`config.mk`:
```
export PLATFORM = sky130hd
export DESIGN_NAME = fetch_unit_flat
export DESIGN_NICKNAME = d
export VERILOG_FILES = /design/src/rtl/fetch_unit_if.sv /design/src/rtl/fetch_unit.sv /design/src/flat_wrapper.sv
export SDC_FILE = /design/constraint.sdc
export NUM_CORES = 1
export LEC_CHECK = 0
export ABC_AREA = 1
export ABC_CLOCK_PERIOD_IN_PS = 6300
export BUFFER_PORTS_ARGS = -buffer_cell sky130_fd_sc_hd__buf_2
export CELL_PAD_IN_SITES_DETAIL_PLACEMENT = 0
export CELL_PAD_IN_SITES_GLOBAL_PLACEMENT = 1
export CORE_ASPECT_RATIO = 1.1
export CORE_MARGIN = 2
export CORE_UTILIZATION = 35
export DETAILED_ROUTE_END_ITERATION = 12
export HOLD_SLACK_MARGIN = 0.05
export PLACE_DENSITY = 0.77
export SYNTH_ARGS = -nofsm -noshare
export SYNTH_HDL_FRONTEND = slang
export SYNTH_SLANG_ARGS = --single-unit
```
`constraint.sdc`:
```
create_clock -name clk_i -period 6.3 [get_ports clk_i]
set_clock_uncertainty 0.2 [all_clocks]
set_input_delay 1.26 -clock clk_i [delete_from_list [all_inputs] [get_ports clk_i]]
set_output_delay 1.26 -clock clk_i [all_outputs]
set_load 0.01 [all_outputs]
```
`src/rtl/fetch_unit_if.sv`:
```
// Fetch-stage bus bundle: instruction-memory req/gnt/rvalid port plus the
// valid/ready instruction port toward decode.
interface fetch_unit_if #(
   parameter int XLEN = 32
);
   logic            imem_req_o;
   logic [XLEN-1:0] imem_addr_o;
   logic            imem_gnt_i;
   logic            imem_rvalid_i;
   logic [31:0]     imem_rdata_i;
   logic            instr_valid_o;
   logic            instr_ready_i;
   logic [31:0]     instr_o;
   logic [XLEN-1:0] pc_o;

   // Fetch unit side
   modport master (
      output imem_req_o, imem_addr_o, instr_valid_o, instr_o, pc_o,
      input  imem_gnt_i, imem_rvalid_i, imem_rdata_i, instr_ready_i
   );

   // Memory / decode side
   modport slave (
      input  imem_req_o, imem_addr_o, instr_valid_o, instr_o, pc_o,
      output imem_gnt_i, imem_rvalid_i, imem_rdata_i, instr_ready_i
   );
endinterface

```
`src/rtl/fetch_unit.sv`:
```
// Instruction fetch stage: owns the PC, issues one word request at a time,
// presents the fetched instruction to decode and redirects on retire.
module fetch_unit #(
   parameter int              XLEN     = 32,
   parameter logic [XLEN-1:0] RESET_PC = '0
) (
   input  logic             clk_i,
   input  logic             rst_i,
   input  logic             branch_taken_i,
   input  logic [XLEN-1:0]  branch_target_i,
   input  logic             jump_i,
   input  logic [XLEN-1:0]  jump_target_i,
   output logic [63:0]      instret_o,
   fetch_unit_if.master     bus
);

   typedef enum logic [1:0] {IDLE, REQ, WAIT, VALID} state_e;

   state_e          state_q, state_d;
   logic [XLEN-1:0] pc_q, pc_d;
   logic [31:0]     instr_q, instr_d;
   logic [63:0]     instret_q, instret_d;
   logic [XLEN-1:0] target;
   logic [XLEN-1:0] next_pc;

   // Redirect selection: jump beats branch beats sequential; result word aligned
   always_comb begin
      if (jump_i)              target = jump_target_i;
      else if (branch_taken_i) target = branch_target_i;
      else                     target = pc_q + XLEN'(4);
      next_pc = target & ~XLEN'(3);
   end

   // Next-state logic; only the VALID handshake advances the PC
   always_comb begin
      state_d   = state_q;
      pc_d      = pc_q;
      instr_d   = instr_q;
      instret_d = instret_q;
      unique case (state_q)
         IDLE:  state_d = REQ;
         REQ:   if (bus.imem_gnt_i) state_d = WAIT;
         WAIT:  if (bus.imem_rvalid_i) begin
                   instr_d = bus.imem_rdata_i;
                   state_d = VALID;
                end
         VALID: if (bus.instr_ready_i) begin
                   pc_d      = next_pc;
                   instret_d = instret_q + 64'd1;
                   state_d   = REQ;
                end
         default: state_d = IDLE;
      endcase
   end

   // State registers; reset drops any in-flight transaction
   always_ff @(posedge clk_i or posedge rst_i) begin
      if (rst_i) begin
         state_q   <= IDLE;
         pc_q      <= RESET_PC;
         instr_q   <= '0;
         instret_q <= '0;
      end else begin
         state_q   <= state_d;
         pc_q      <= pc_d;
         instr_q   <= instr_d;
         instret_q <= instret_d;
      end
   end

   // Outputs are zeroed whenever they are not qualified
   assign bus.imem_req_o    = (state_q == REQ);
   assign bus.imem_addr_o   = (state_q == REQ) ? pc_q : '0;
   assign bus.instr_valid_o = (state_q == VALID);
   assign bus.instr_o       = (state_q == VALID) ? instr_q : '0;
   assign bus.pc_o          = (state_q == VALID) ? pc_q : '0;
   assign instret_o         = instret_q;

endmodule
```
`src/flat_wrapper.sv`:
```
// flat-port wrapper written by rule: the top's interface ports become plain ports
module fetch_unit_flat 
#(
   parameter int              XLEN     = 32,
   parameter logic [XLEN-1:0] RESET_PC = '0
)
  (clk_i, rst_i, branch_taken_i, branch_target_i, jump_i, jump_target_i, instret_o, bus_imem_req_o, bus_imem_addr_o, bus_instr_valid_o, bus_instr_o, bus_pc_o, bus_imem_gnt_i, bus_imem_rvalid_i, bus_imem_rdata_i, bus_instr_ready_i);
  fetch_unit_if #(.XLEN(XLEN)) bus_i ();
  input  logic clk_i;
  input  logic rst_i;
  input  logic branch_taken_i;
  input  logic [XLEN-1:0] branch_target_i;
  input  logic jump_i;
  input  logic [XLEN-1:0] jump_target_i;
  output logic [63:0] instret_o;
  output wire logic [$bits(bus_i.imem_req_o)-1:0] bus_imem_req_o;
  output wire logic [$bits(bus_i.imem_addr_o)-1:0] bus_imem_addr_o;
  output wire logic [$bits(bus_i.instr_valid_o)-1:0] bus_instr_valid_o;
  output wire logic [$bits(bus_i.instr_o)-1:0] bus_instr_o;
  output wire logic [$bits(bus_i.pc_o)-1:0] bus_pc_o;
  input wire logic [$bits(bus_i.imem_gnt_i)-1:0] bus_imem_gnt_i;
  input wire logic [$bits(bus_i.imem_rvalid_i)-1:0] bus_imem_rvalid_i;
  input wire logic [$bits(bus_i.imem_rdata_i)-1:0] bus_imem_rdata_i;
  input wire logic [$bits(bus_i.instr_ready_i)-1:0] bus_instr_ready_i;
  assign bus_imem_req_o = bus_i.imem_req_o;
  assign bus_imem_addr_o = bus_i.imem_addr_o;
  assign bus_instr_valid_o = bus_i.instr_valid_o;
  assign bus_instr_o = bus_i.instr_o;
  assign bus_pc_o = bus_i.pc_o;
  assign bus_i.imem_gnt_i = bus_imem_gnt_i;
  assign bus_i.imem_rvalid_i = bus_imem_rvalid_i;
  assign bus_i.imem_rdata_i = bus_imem_rdata_i;
  assign bus_i.instr_ready_i = bus_instr_ready_i;
  fetch_unit #(.XLEN(XLEN), .RESET_PC(RESET_PC)) u_core (.clk_i(clk_i), .rst_i(rst_i), .branch_taken_i(branch_taken_i), .branch_target_i(branch_target_i), .jump_i(jump_i), .jump_target_i(jump_target_i), .instret_o(instret_o), .bus(bus_i));
endmodule
```
==> run_results.csv <==
group,metric,value,unit
route,viasPerCell,4.67,
clock_tree,clkSinkCount,128,
floorplan,fp.dieArea,26100,um2
cells_and_area,area.growth.synth_to_final,25.4,%
pwr,combPwrFrac,38.1,%
worst_hold_path,hold_path.class,"reg2reg",
pwr,power.switching_fraction,40.4,%
clock_tree,postCtsHoldBufs,0,
timing,grt_setup_unrepaired,"no",
route,first_iter_violations,382,
placement,gp_congestion,0.834,
timing,max_clock_freq,298,MHz
timing,slew-limit-headroom,31.5,%
floorplan,placementRows,60,
placement,total_placed_instance_area,10200,um2
clock_tree,clk_latency,0.42,ns
floorplan,die-width,154,um
yosys,avgSynthCellArea,6.58,um2
global_route,grt_pass1_wl,44.4,mm
route,routedWlPerCell,14.8,um
pwr,power_frac_seq,33.9,%
outcome,status,"completed",
worst_setup_path,setup.worst_path.end_class,"primary output",
worst_setup_path,crit_path_start_kind,"flip-flop",
yosys,synth_sequential_area_ratio,36.9,%
worst_setup_path,cp.arrival,1.89,ns
yosys,synth_enable_flop_cells,0,
clock_tree,tritoncts,"yes",
job,maximum_capacitance_violations,0,
floorplan,coreArea,24400,um2
route,routed_wire_length,27.9,mm
pwr,fin_total_pwr,3930,uW
pwr,max-vdd-ir-drop,0.000167,V
cells_and_area,postLayoutCellArea,10900,um2
global_route,grt_start_max_net_pins,66,
pwr,p_switching,1590,uW
placement,port_buffers,256,
floorplan,initial_core_util,35.6,%
timing,setup_viol,0,
floorplan,die_h,169,um
route,drc,0,
timing,timing_worst_slew_pin_value,1.03,ns
cells_and_area,nFillCells,2654,
global_route,groute.usage.overall,21.5,%
timing,period_minus_slack,3.35,ns
global_route,antenna_found_initial,2,
global_route,global_route.overflow_total,0,
clock_tree,post_cts.repair.setup_buffers,0,
pwr,power.internal,2350,uW
cells_and_area,post_route_cells_drive_above_1_share,23.0,%
yosys,synthFlopType,"dfrtp_1",
cells_and_area,most-common-layout-cells,"nand2_1, buf_2, nor2_1",
worst_setup_path,timing.setup.critical_path_class,"reg2out",
yosys,yosysUniqueCellTypes,37,
timing,min_period_over_period,53.2,%
pwr,power.clock.fraction,28.0,%
timing,hold_viol_final,0,
cells_and_area,fin_util,44.6,%
route,detail_route.first_pass.iterations,5,
placement,hpwl_reported_at_the_end_of_detailed_placement,21.2,mm
clock_tree,cts.reportedPaths.clkPinSlew,0.06,ns
timing,report.final.slew_viol_count,0,
worst_setup_path,crit_path_max_fanout,65,
global_route,via_count_of_the_first_global_routing_pass,8353,
pwr,power_density,361,nW/um2
yosys,synthesis.area,8670,um2
clock_tree,cts_buffer_depth,2,
cells_and_area,commonest_non_fill_non_tap_cell_in_the_layout,"nand2_1",
route,route.antenna.remaining_nets,0,
clock_tree,ctsRootBufferMaster,"clkbuf_16",
worst_setup_path,required,4.84,ns
floorplan,io_pins,265,
yosys,ys_seq_elements,128,
yosys,synthesis.instances,1318,
yosys,yosysWarnings,0,
clock_tree,post_cts_resized,0,
timing,finalHoldWorstSlack,0.305,ns
clock_tree,maximum_level_of_the_cts_h_tree,4,
yosys,async_flop_share,100,%
pwr,leakagePower,0.00619,uW
cells_and_area,layout.nets,1670,
route,vias,8815,
clock_tree,cts_inserted_buffers,17,
timing,final_setup_tns,0,ns
-- metal layers --
metal | vias up | share of wire, % | routed length, um | GRT usage (%)
li1 | 4507 | - | - | -
met1 | 4038 | 43 | 12100 | 26.5
met2 | 226 | 50 | 13900 | 37.9
met3 | 42 | 4.6 | 1300 | 3.97
met4 | 2 | 2.3 | 654 | 6.99
met5 | - | 0.032 | 9 | 0
-- Yosys cell counts, types with 2 or more instances --
cell type,instances,area share (%)
a21oi_1,48,2.8
a22oi_1,8,0.69
buf_1,6,0.26
buf_2,9,0.52
buf_4,5,0.43
clkbuf_1,22,0.95
dfrtp_1,128,37
ha_1,5,0.72
inv_1,184,8.0
mux2_2,32,4.2
nand2_1,434,19
nand2_2,9,0.65
nand2_4,2,0.26
nand3_1,58,3.3
nand3b_1,5,0.43
nand4_1,11,0.79
nand4_4,2,0.49
nor2_1,238,10
nor2_2,9,0.65
nor2_4,7,0.91
nor3_1,5,0.29
nor4_1,2,0.14
o211ai_1,2,0.17
o21ai_0,30,1.7
o21ai_1,3,0.17
o21bai_1,2,0.17
o22ai_1,2,0.14
xnor2_1,22,2.2
xor2_1,20,2.0
-- path summary, 6_finish.rpt --
| kind | from | endpoint | slack (ns) | cells after the start |
|---|---|---|---|---|
| setup / recovery | u_core.state_q[1] | bus_pc_o[12] | 2.95 | 5 |
| hold / removal | u_core.instr_q[21] | u_core.instr_q[21] | 0.31 | 1 |
| max in group asynchronous | rst_i | u_core.pc_q[26] | 4.17 | 3 |
| hold reg to reg | u_core.instr_q[21] | u_core.instr_q[21] | 0.31 | 1 |
| setup reg to reg | u_core.state_q[1] | u_core.instret_o[58] | 3.20 | 10 |
| min in group asynchronous | rst_i | u_core.instret_o[46] | 0.68 | 2 |
-- layout make-up --
cell class	count	area [um2]	area share, %
clock buffer	21	470	4.32
multi-input combinational	966	4600	42.3
inverter	185	697	6.40
antenna	1	2.50	0.0230
clock inverter	11	176	1.62
timing repair buffer	264	1340	12.3
tap	310	388	3.56
sequential	128	3200	29.4
-- metrics by stage --
stage / std cells / worst slack, ns
floorplan: 1321 / 1.43
global placement: 1853 / 2.80
detailed placement: 1853 / 2.79
CTS: 1885 / 2.91
global route: 1886 / 2.75
finish: 1886 / 2.95
-- worst max-delay path, stage by stage (launching register included) --
cell,delay (ns)
dfrtp_1,0.39
ha_2,0.18
buf_4,0.52
nand2_1,0.12
inv_1,0.08
buf_2,0.13
-- flip-flops by register name, summed over array words and instances (netlist names) --
signal	cells
u_core.instret_o	64
u_core.instr_q	32
u_core.pc_q	30
u_core.state_q	2
-- cell families (layout without fill, tap and decap cells) --
family	Yosys count	count (layout)	synth area share (%)
compound gates	96	96	5.96
xor+xnor	42	42	4.24
fa+ha+maj	5	5	0.721
buf+inv	227	481	10.2
flops	128	128	36.9
mux	32	32	4.15
other cells	1	5	0.0432
simple gates	787	787	37.8
-- power groups by stage --
stage                     sequential, uW  clock, uW  combinational [uW]
after floorplan                     1240          0                1050
after global placement              1340          0                1500
after detailed placement            1340          0                1520
after CTS                           1330       1130                1520
after global routing                1370       1160                1700
final                               1330       1100                1500
No activity file was read; power rests on OpenSTA's default activity.
